--- src/rtl/id_pkg.sv ---
// id_pkg: shared constants and bundles for the MIPS decode stage.
// Holds opcodes, ALUOp and pc_src encodings, and the control bundle type.
package id_pkg;

  localparam logic [5:0] OP_RTYPE = 6'b000000;
  localparam logic [5:0] OP_ADDI  = 6'b001000;
  localparam logic [5:0] OP_LW    = 6'b100011;
  localparam logic [5:0] OP_SW    = 6'b101011;
  localparam logic [5:0] OP_BEQ   = 6'b000100;
  localparam logic [5:0] OP_J     = 6'b000010;

  localparam logic [1:0] ALUOP_ADD   = 2'b00;
  localparam logic [1:0] ALUOP_SUB   = 2'b01;
  localparam logic [1:0] ALUOP_FUNCT = 2'b10;

  localparam logic [1:0] PCSRC_SEQ = 2'b00;
  localparam logic [1:0] PCSRC_BR  = 2'b01;
  localparam logic [1:0] PCSRC_J   = 2'b10;

  typedef struct packed {
    logic       regwrite;
    logic       memtoreg;
    logic       memread;
    logic       memwrite;
    logic       regdst;
    logic       alusrc;
    logic [1:0] aluop;
    logic       branch;
    logic       jump;
  } ctrl_t;

  typedef struct packed {
    logic [31:0] pc4;
    logic [31:0] instr;
  } if_id_t;

endpackage

--- src/rtl/id_stage_reg_file.sv ---
// reg_file: 32x32 register file, two read ports, one write port.
// Ports: clk/rst (sync, active-high), we/waddr/wdata, raddr_a/b -> rdata_a/b.
module reg_file
  import id_pkg::*;
(
  input  logic        clk,
  input  logic        rst,
  input  logic        we,
  input  logic [4:0]  waddr,
  input  logic [31:0] wdata,
  input  logic [4:0]  raddr_a,
  input  logic [4:0]  raddr_b,
  output logic [31:0] rdata_a,
  output logic [31:0] rdata_b
);

  logic [31:0] regs [32];
  logic        wr_en;

  assign wr_en = we && (waddr != 5'd0);

  always_ff @(posedge clk) begin
    if (rst) begin
      for (int i = 0; i < 32; i++) begin
        regs[i] <= '0;
      end
    end else if (wr_en) begin
      regs[waddr] <= wdata;
    end
  end

  // Write-through lets ID see a value retiring in WB this same cycle.
  always_comb begin
    rdata_a = regs[raddr_a];
    rdata_b = regs[raddr_b];
    if (wr_en && waddr == raddr_a) rdata_a = wdata;
    if (wr_en && waddr == raddr_b) rdata_b = wdata;
    if (raddr_a == 5'd0) rdata_a = '0;
    if (raddr_b == 5'd0) rdata_b = '0;
  end

endmodule

--- src/rtl/id_stage.sv ---
// id_stage: IF/ID register, register file, control decode, load-use
// hazard and branch/jump resolution; outputs feed ID/EX and steer fetch.
module id_stage
  import id_pkg::*;
(
  input  logic        clk_i,
  input  logic        rst_i,
  input  logic [31:0] if_pc4_i,
  input  logic [31:0] if_instr_i,
  input  logic        ex_memread_i,
  input  logic [4:0]  ex_rtaddr_i,
  input  logic        wb_regwrite_i,
  input  logic [4:0]  wb_rdaddr_i,
  input  logic [31:0] wb_data_i,
  output logic        pc_write_o,
  output logic [1:0]  pc_src_o,
  output logic [31:0] branch_target_o,
  output logic [31:0] jump_target_o,
  output logic        regwrite_o,
  output logic        memtoreg_o,
  output logic        memread_o,
  output logic        memwrite_o,
  output logic        regdst_o,
  output logic        alusrc_o,
  output logic [1:0]  aluop_o,
  output logic [31:0] addr_o,
  output logic [31:0] rsdata_o,
  output logic [31:0] rtdata_o,
  output logic [31:0] sign_extend_o,
  output logic [4:0]  rsaddr_o,
  output logic [4:0]  rtaddr_o,
  output logic [4:0]  rdaddr_o
);

  if_id_t ifid;
  ctrl_t  ctrl;
  ctrl_t  ctrl_q;
  logic   stall;
  logic   taken;
  logic   flush;
  logic [5:0] op;

  assign op       = ifid.instr[31:26];
  assign rsaddr_o = ifid.instr[25:21];
  assign rtaddr_o = ifid.instr[20:16];
  assign rdaddr_o = ifid.instr[15:11];
  assign addr_o   = ifid.pc4;

  always_ff @(posedge clk_i) begin
    if (rst_i) begin
      ifid <= '0;
    end else if (flush) begin
      ifid <= '0;
    end else if (!stall) begin
      ifid <= '{pc4: if_pc4_i, instr: if_instr_i};
    end
  end

  reg_file u_rf (
    .clk     (clk_i),
    .rst     (rst_i),
    .we      (wb_regwrite_i),
    .waddr   (wb_rdaddr_i),
    .wdata   (wb_data_i),
    .raddr_a (rsaddr_o),
    .raddr_b (rtaddr_o),
    .rdata_a (rsdata_o),
    .rdata_b (rtdata_o)
  );

  // The all-zero word is the pipeline nop: it decodes to no control,
  // so reset and flush bubbles drive zeros into ID/EX.
  always_comb begin
    ctrl = '0;
    unique case (1'b1)
      (op == OP_RTYPE && ifid.instr != '0): begin
        ctrl.regwrite = 1'b1;
        ctrl.regdst   = 1'b1;
        ctrl.aluop    = ALUOP_FUNCT;
      end
      (op == OP_ADDI): begin
        ctrl.regwrite = 1'b1;
        ctrl.alusrc   = 1'b1;
        ctrl.aluop    = ALUOP_ADD;
      end
      (op == OP_LW): begin
        ctrl.regwrite = 1'b1;
        ctrl.memtoreg = 1'b1;
        ctrl.memread  = 1'b1;
        ctrl.alusrc   = 1'b1;
        ctrl.aluop    = ALUOP_ADD;
      end
      (op == OP_SW): begin
        ctrl.memwrite = 1'b1;
        ctrl.alusrc   = 1'b1;
        ctrl.aluop    = ALUOP_ADD;
      end
      (op == OP_BEQ): begin
        ctrl.aluop  = ALUOP_SUB;
        ctrl.branch = 1'b1;
      end
      (op == OP_J): begin
        ctrl.jump = 1'b1;
      end
      default: ctrl = '0;
    endcase
  end

  assign stall = ex_memread_i
              && (ex_rtaddr_i != 5'd0)
              && ((ex_rtaddr_i == rsaddr_o)
               || (ex_rtaddr_i == rtaddr_o))
              && !ctrl.jump;

  assign taken = ctrl.branch && (rsdata_o == rtdata_o);
  assign flush = (taken || ctrl.jump) && !stall;

  assign ctrl_q = stall ? ctrl_t'('0) : ctrl;

  assign regwrite_o = ctrl_q.regwrite;
  assign memtoreg_o = ctrl_q.memtoreg;
  assign memread_o  = ctrl_q.memread;
  assign memwrite_o = ctrl_q.memwrite;
  assign regdst_o   = ctrl_q.regdst;
  assign alusrc_o   = ctrl_q.alusrc;
  assign aluop_o    = ctrl_q.aluop;

  assign pc_write_o = !stall;

  // A stalled branch/jump is simply re-evaluated on the next cycle.
  always_comb begin
    pc_src_o = PCSRC_SEQ;
    if (!stall) begin
      if (ctrl.jump)  pc_src_o = PCSRC_J;
      else if (taken) pc_src_o = PCSRC_BR;
    end
  end

  assign sign_extend_o   = {{16{ifid.instr[15]}}, ifid.instr[15:0]};
  assign branch_target_o = ifid.pc4 + {sign_extend_o[29:0], 2'b00};
  assign jump_target_o   = {ifid.pc4[31:28], ifid.instr[25:0], 2'b00};

endmodule

--- config.mk ---
export PLATFORM = sky130hd
export DESIGN_NAME = id_stage
export DESIGN_NICKNAME = d
export VERILOG_FILES = /design/src/rtl/id_pkg.sv /design/src/rtl/id_stage_reg_file.sv /design/src/rtl/id_stage.sv
export SDC_FILE = /design/constraint.sdc
export NUM_CORES = 2
export LEC_CHECK = 0
export BUFFER_PORTS_ARGS = -buffer_cell sky130_fd_sc_hd__buf_4
export CAP_MARGIN = 20
export CORE_MARGIN = 2
export CORE_UTILIZATION = 45
export DETAILED_ROUTE_END_ITERATION = 10
export PLACE_DENSITY = 0.63
export SLEW_MARGIN = 5
export SYNTH_ARGS = -nofsm -noshare
export SYNTH_HDL_FRONTEND = slang
export SYNTH_SLANG_ARGS = --single-unit
--- constraint.sdc ---
create_clock -name clk_i -period 4.9 [get_ports clk_i]
set_input_delay 0.98 -clock clk_i [delete_from_list [all_inputs] [get_ports clk_i]]
set_output_delay 0.98 -clock clk_i [all_outputs]
set_load 0.005 [all_outputs]
# Word level (Yosys, flattened, before mapping)
# Memories as Yosys holds them, arrays and structs flattened. A register that Yosys moved wholly into a read port is not among the register bits.
# Index checks and enable logic that the tools add are counted.
# W data, S select, Z words.
[op_classes] add_sub_neg=1 mul=0 n_div=0 magnitude_cmp=0 eq_ne=10 n_shift=0 muxes=28 n_bitwise=0 n_reduce_logical=23
[ops] operator="$mux W32" n=5
[ops] operator="$add A32 B32 Y32" n=1
[ops] operator="$eq A32 B32 Y1" n=1
[ops] operator="$reduce_bool A32 Y1" n=1
[ops] operator="$reduce_or A32 Y1" n=1
[ops] operator="$mux W5" n=5
[ops] operator="$eq A5 B5 Y1" n=4
[ops] operator="$mux W1" n=13
[ops] operator="$eq A6 B6 Y1 const B" n=2
[ops] operator="$logic_not A5 Y1" n=2
[ops] operator="$mux W10" n=1
[ops] operator="$reduce_bool A5 Y1" n=2
[ops] operator="$logic_and A1 B1 Y1" n=9
[ops] operator="$eq A6 B2 Y1 const B" n=1
[ops] operator="$eq A6 B3 Y1 const B" n=1
[ops] operator="$eq A6 B4 Y1 const B" n=1
[ops] operator="$logic_not A6 Y1" n=1
[ops] operator="$mux W2" n=3
[ops] operator="$reduce_or A3 Y1" n=2
[ops] operator="$pmux W2 S2" n=1
[ops] operator="$logic_not A1 Y1" n=2
[ops] operator="$logic_or A1 B1 Y1" n=2
[ops] operator="$reduce_or A2 Y1" n=1
[word_totals] reg_bits=64 latchBits=0 ram_bits=1024 romBits=0 in_bits=110 out_inout_bits=218 elab_cells=65 memories=1
[memory_table] memory="u_rf.regs" depth=32 width=32 read_ports=2 rd_ports_with_merged_regs=2 wr=32 line_no="id_stage_reg_file.sv:17" source="logic [31:0] regs [32];"

# Longest topological paths before layout
[logic_depth] word_depth=11 mapped_depth=19 depth_no_buf=14

# By module
# Synthesis repeated with hierarchy kept, for this count alone.
[unflattened] cells_unflattened=4580 hier_area_um2=61206.2
[by_module_without_submodules] mod="reg_file" instances=1 cells_each=3918 area_each_um2=55723.4 seq_area_each_um2=30749.5
[by_module_without_submodules] mod="id_stage" instances=1 cells_each=662 area_each_um2=5482.8 seq_area_each_um2=1281.2

# Least setup slack after synthesis
# No wires, ideal clock.
[synth_path] kind="input to output" from="in wb_rdaddr_i[3]" to="out pc_src_o[0]" arrival_ns=3.880 t_required_ns=3.920 path_slack_ns=0.040 stages=13 path_buffers=4 cell_sequence="buf_2 -> or3_1 -> clkbuf_1 -> o2111a_1 -> buf_2 -> and2_1 -> clkbuf_1 -> a211oi_1 -> o21bai_1 -> o221ai_1 -> or4_1 -> a2111o_1 -> nor2_1"
[synth_between] elab_chain_cells=10 elab_cells_between_ends=15 cone_classes="eq/ne (3); mux (7); reduce/logical (5)"
[synth_lines] item="from (decl)" line_no="id_stage.sv:13" source="input logic [4:0] wb_rdaddr_i,"
[synth_lines] item="$reduce_bool A5 Y1" line_no="id_stage_reg_file.sv:20" source="assign wr_en = we && (waddr != 5'd0);"
[synth_lines] item="$logic_and A1 B1 Y1" line_no="id_stage_reg_file.sv:20"
[synth_lines] item="$logic_and A1 B1 Y1 (on tied branches)" line_no="id_stage_reg_file.sv:36, id_stage_reg_file.sv:37"
[synth_lines] item="$mux W32 (on tied branches)" line_no="id_stage_reg_file.sv:36, id_stage_reg_file.sv:37"
[synth_lines] item="$mux W32 (on tied branches)" line_no="id_stage_reg_file.sv:38, id_stage_reg_file.sv:39"
[synth_lines] item="$eq A32 B32 Y1 *" line_no="id_stage.sv:115" source="assign taken = ctrl.branch && (rsdata_o == rtdata_o);"
[synth_lines] item="$logic_and A1 B1 Y1 *" line_no="id_stage.sv:115"
[synth_lines] item="$mux W1 *" line_no="id_stage.sv:135" source="else if (taken) pc_src_o = PCSRC_BR;"
[synth_lines] item="$mux W2 *" line_no="id_stage.sv:134" source="if (ctrl.jump) pc_src_o = PCSRC_J;"
[synth_lines] item="$mux W2 *" line_no="id_stage.sv:133" source="if (!stall) begin"
[synth_lines] item="to (decl)" line_no="id_stage.sv:16" source="output logic [1:0] pc_src_o,"
# Every way passes the cells marked *; elsewhere a longest branch is shown, timed or not.

==> metrics.yaml <==
global_routing:
  antenna_found_initial: 35
  grt_pass1_wl_um: 353000
  grt_pass1_vias: 43950
  grtUsageTotal_pct: 36.6
  gr-total-overflow: 0
  grt_max_degree: 57
critical_path:
  crit_type: "flip-flop to output port"
  cp_slowest_cell: "nor2_1"
  crit_arrival_ps: 4680
  timing.critical_path.mode_cell: "buf_4"
  critPathMaxFanout: 20
  critPathCaptureType: "output port"
  critPathLaunchType: "flip-flop"
  cp.required_ps: 3920
  critPathMaxStageDelay_ps: 690
  crit_chain: "buf_12 -> nor2_1 -> a221oi_1 -> a22oi_1 -> a211oi_1 -> a211o_1 -> xor2_1 -> nor4_4 -> buf_4 -> nand4_1 -> a2111o_1 -> nor2_2 -> buf_4"
clocking:
  cts-buffers-inserted: 119
  cts_hold_buf: 0
  cts_max_path_buffers: 3
  clk_pin_slew_ps: 50
  cts.sinks: 1098
  root_buffer: "clkbuf_16"
  worstSkewPairLatency_ps: 790
  htree_levels: 3
  cts_tree: "built"
yosys:
  yosys_register_bits: 1098
  yosys_warnings: 0
  synth_area_per_cell_um2: 13.7
  yosysSeqAreaShare_pct: 52.5
  synth-async-reset-ratio_pct: 0
  synth_cell_types: 77
  synth-edff-count: 1024
  syn_area_mm2: 0.0614
  synth_top_family_by_area: "multiplexers"
  synth_mux_area_share_pct: 22.6
  synth-xor-area-share_pct: 0.813
  yosys_most_used_dff: "edfxtp_1"
  synthCells: 4487
  synth_fa_ha_area_share_pct: 0.624
  synthSimpleGateAreaFrac_pct: 13.8
  synth_compound_area_share_pct: 4.71
finish:
  final_nets: 5130
  final_common_cell: "edfxtp_1"
  final_cell_mix: "edfxtp_1, and2_1, buf_4, mux4_2, mux2i_1"
  final_core_util_pct: 54.3
  finish.instance_area_mm2: 0.0735
  area_growth_pct: 19.8
  drive_above_1_share_pct: 34.0
sta:
  setup_viol: 4
  slew_headroom_pct: 24.6
  setup_slack_ps: -759
  fmax_ghz: 0.177
  skew_ps: 49.0
  finalCritPeriodShare_pct: 115
  grt_setup_unrepaired: "true"
  timing.final.crit_period_ps: 5660
  tightest_slew_ps: 1130
  hold_viol: 0
  maxSlewViolCount: 0
detailed_routing:
  viasPerCell: 6.69
  first_pass_iters: 5
  vias: 46116
  wl_um: 261000
  drtAntennaViolNets: 0
  wl_per_cell_um: 37.9
  route.detailed.drc: 0
  drtIter0Drc: 7330
place:
  io_buffers: 325
  place_hpwl_um: 169000
  postPlaceCellArea_mm2: 0.0681
  gp_congestion: 1.04
floorplan:
  die_area_mm2: 0.139
  ioPinCount: 328
  die-height_um: 373
  start_util_pct: 45.3
  die_w_um: 373
  core-area_mm2: 0.135
  num_rows: 135
status:
  status: "complete, but fails checks"
  violations: "setup timing"
power:
  pwr_density_cell_mw_per_mm2: 345
  p_leak_nw: 26.8
  ir_drop_uv: 309
  p_total_mw: 25.4
run:
  max_cap_viol_count: 0
worst_hold_path:
  min_path_type: "input pin to flip-flop"
## worst paths after layout
check	start	end	slack [ps]	depth (start not counted)
setup / recovery	flip-flop	pc_src_o[0]	-760	13
hold / removal	if_pc4_i[27]	addr_o[27]	440	3
setup reg to reg	flip-flop	flip-flop	410	16
hold reg to reg	ifid[30]	ifid[30]	540	2
## power by group
part,internal [mW],switching [mW],total (mW)
clock network,4.84,3.98,8.82
logic,2.37,3.08,5.45
registers,10.8,0.338,11.1
total,18.0,7.40,25.4
## per-layer routing
metal  GRT usage, %  vias up  wire length, µm
li1               -    18046                -
met1           46.4    23308            92300
met2           54.3     3954           114000
met3           12.9      790            37900
met4           21.2       18            16900
met5           1.03        -              272
## cell families after synthesis
kind of cell               Yosys count
buffers and inverters              574
and+or+nand+nor                   1508
muxes                              806
other                                1
DFF                               1098
adders and majority gates           30
AOI/OAI and AO/OA                  413
xor gates and xnor gates            57
## worst max-delay path: cells and delay by family, from the launching register on
| family | cells | cell delay, ps |
|---|---|---|
| AND/OR/NAND/NOR | 4 | 1320 |
| flip-flops | 1 | 420 |
| XOR/XNOR | 1 | 200 |
| buffers and inverters | 3 | 500 |
| AO/OA/AOI/OAI | 5 | 1440 |
## layout make-up
class | count | area [µm²]
flip-flops and latches | 1098 | 32300
diodes | 22 | 55.1
repair buffers | 892 | 8030
multi-input cells | 2848 | 27000
clock buffers | 149 | 3160
clock inverters | 75 | 577
well taps | 1781 | 2230
inverters | 31 | 124
fillers | 11097 | 62000
## Yosys cell counts (all sizes together) (38+ instances only)
cell type     n  area share (%)
nor2        181             1.1
mux2i       328             5.3
nand3        57            0.46
edfxtp     1024              50
a22oi        84             1.0
dfxtp        74             2.4
nor3        217             1.8
clkbuf      265             1.6
or2          38            0.39
a21oi        86            0.70
a221oi       39            0.56
o21ai        56            0.48
mux4        461              17
nand2        78            0.48
and2        826             8.4
buf         278             3.1
## metrics by stage
| step | hold slack [ps] | setup WS (ps) | TNS [ps] | cells |
|---|---|---|---|---|
| detailed placement | 518 | -780 | -9030 | 6577 |
| CTS | 413 | -793 | -1480 | 6836 |
| floorplan | 476 | 39.5 | 0 | 4520 |
| finish | 441 | -759 | -941 | 6896 |
| global placement | 505 | -762 | -7460 | 6577 |
| global route | 452 | -784 | -1210 | 6879 |
## flip-flops by register name (all words and copies together) (netlist names), named ones only
signal	flops
addr_o	32
ifid	6
jump_target_o	26
u_rf.regs	1024
## what timing repair did
action,in CTS,in global routing
pin swaps,22,41
resized for setup,73,115
cloned,5,9
setup endpoints to repair,12,17
setup buffers,31,38
No activity file was read; power rests on OpenSTA's default activity.
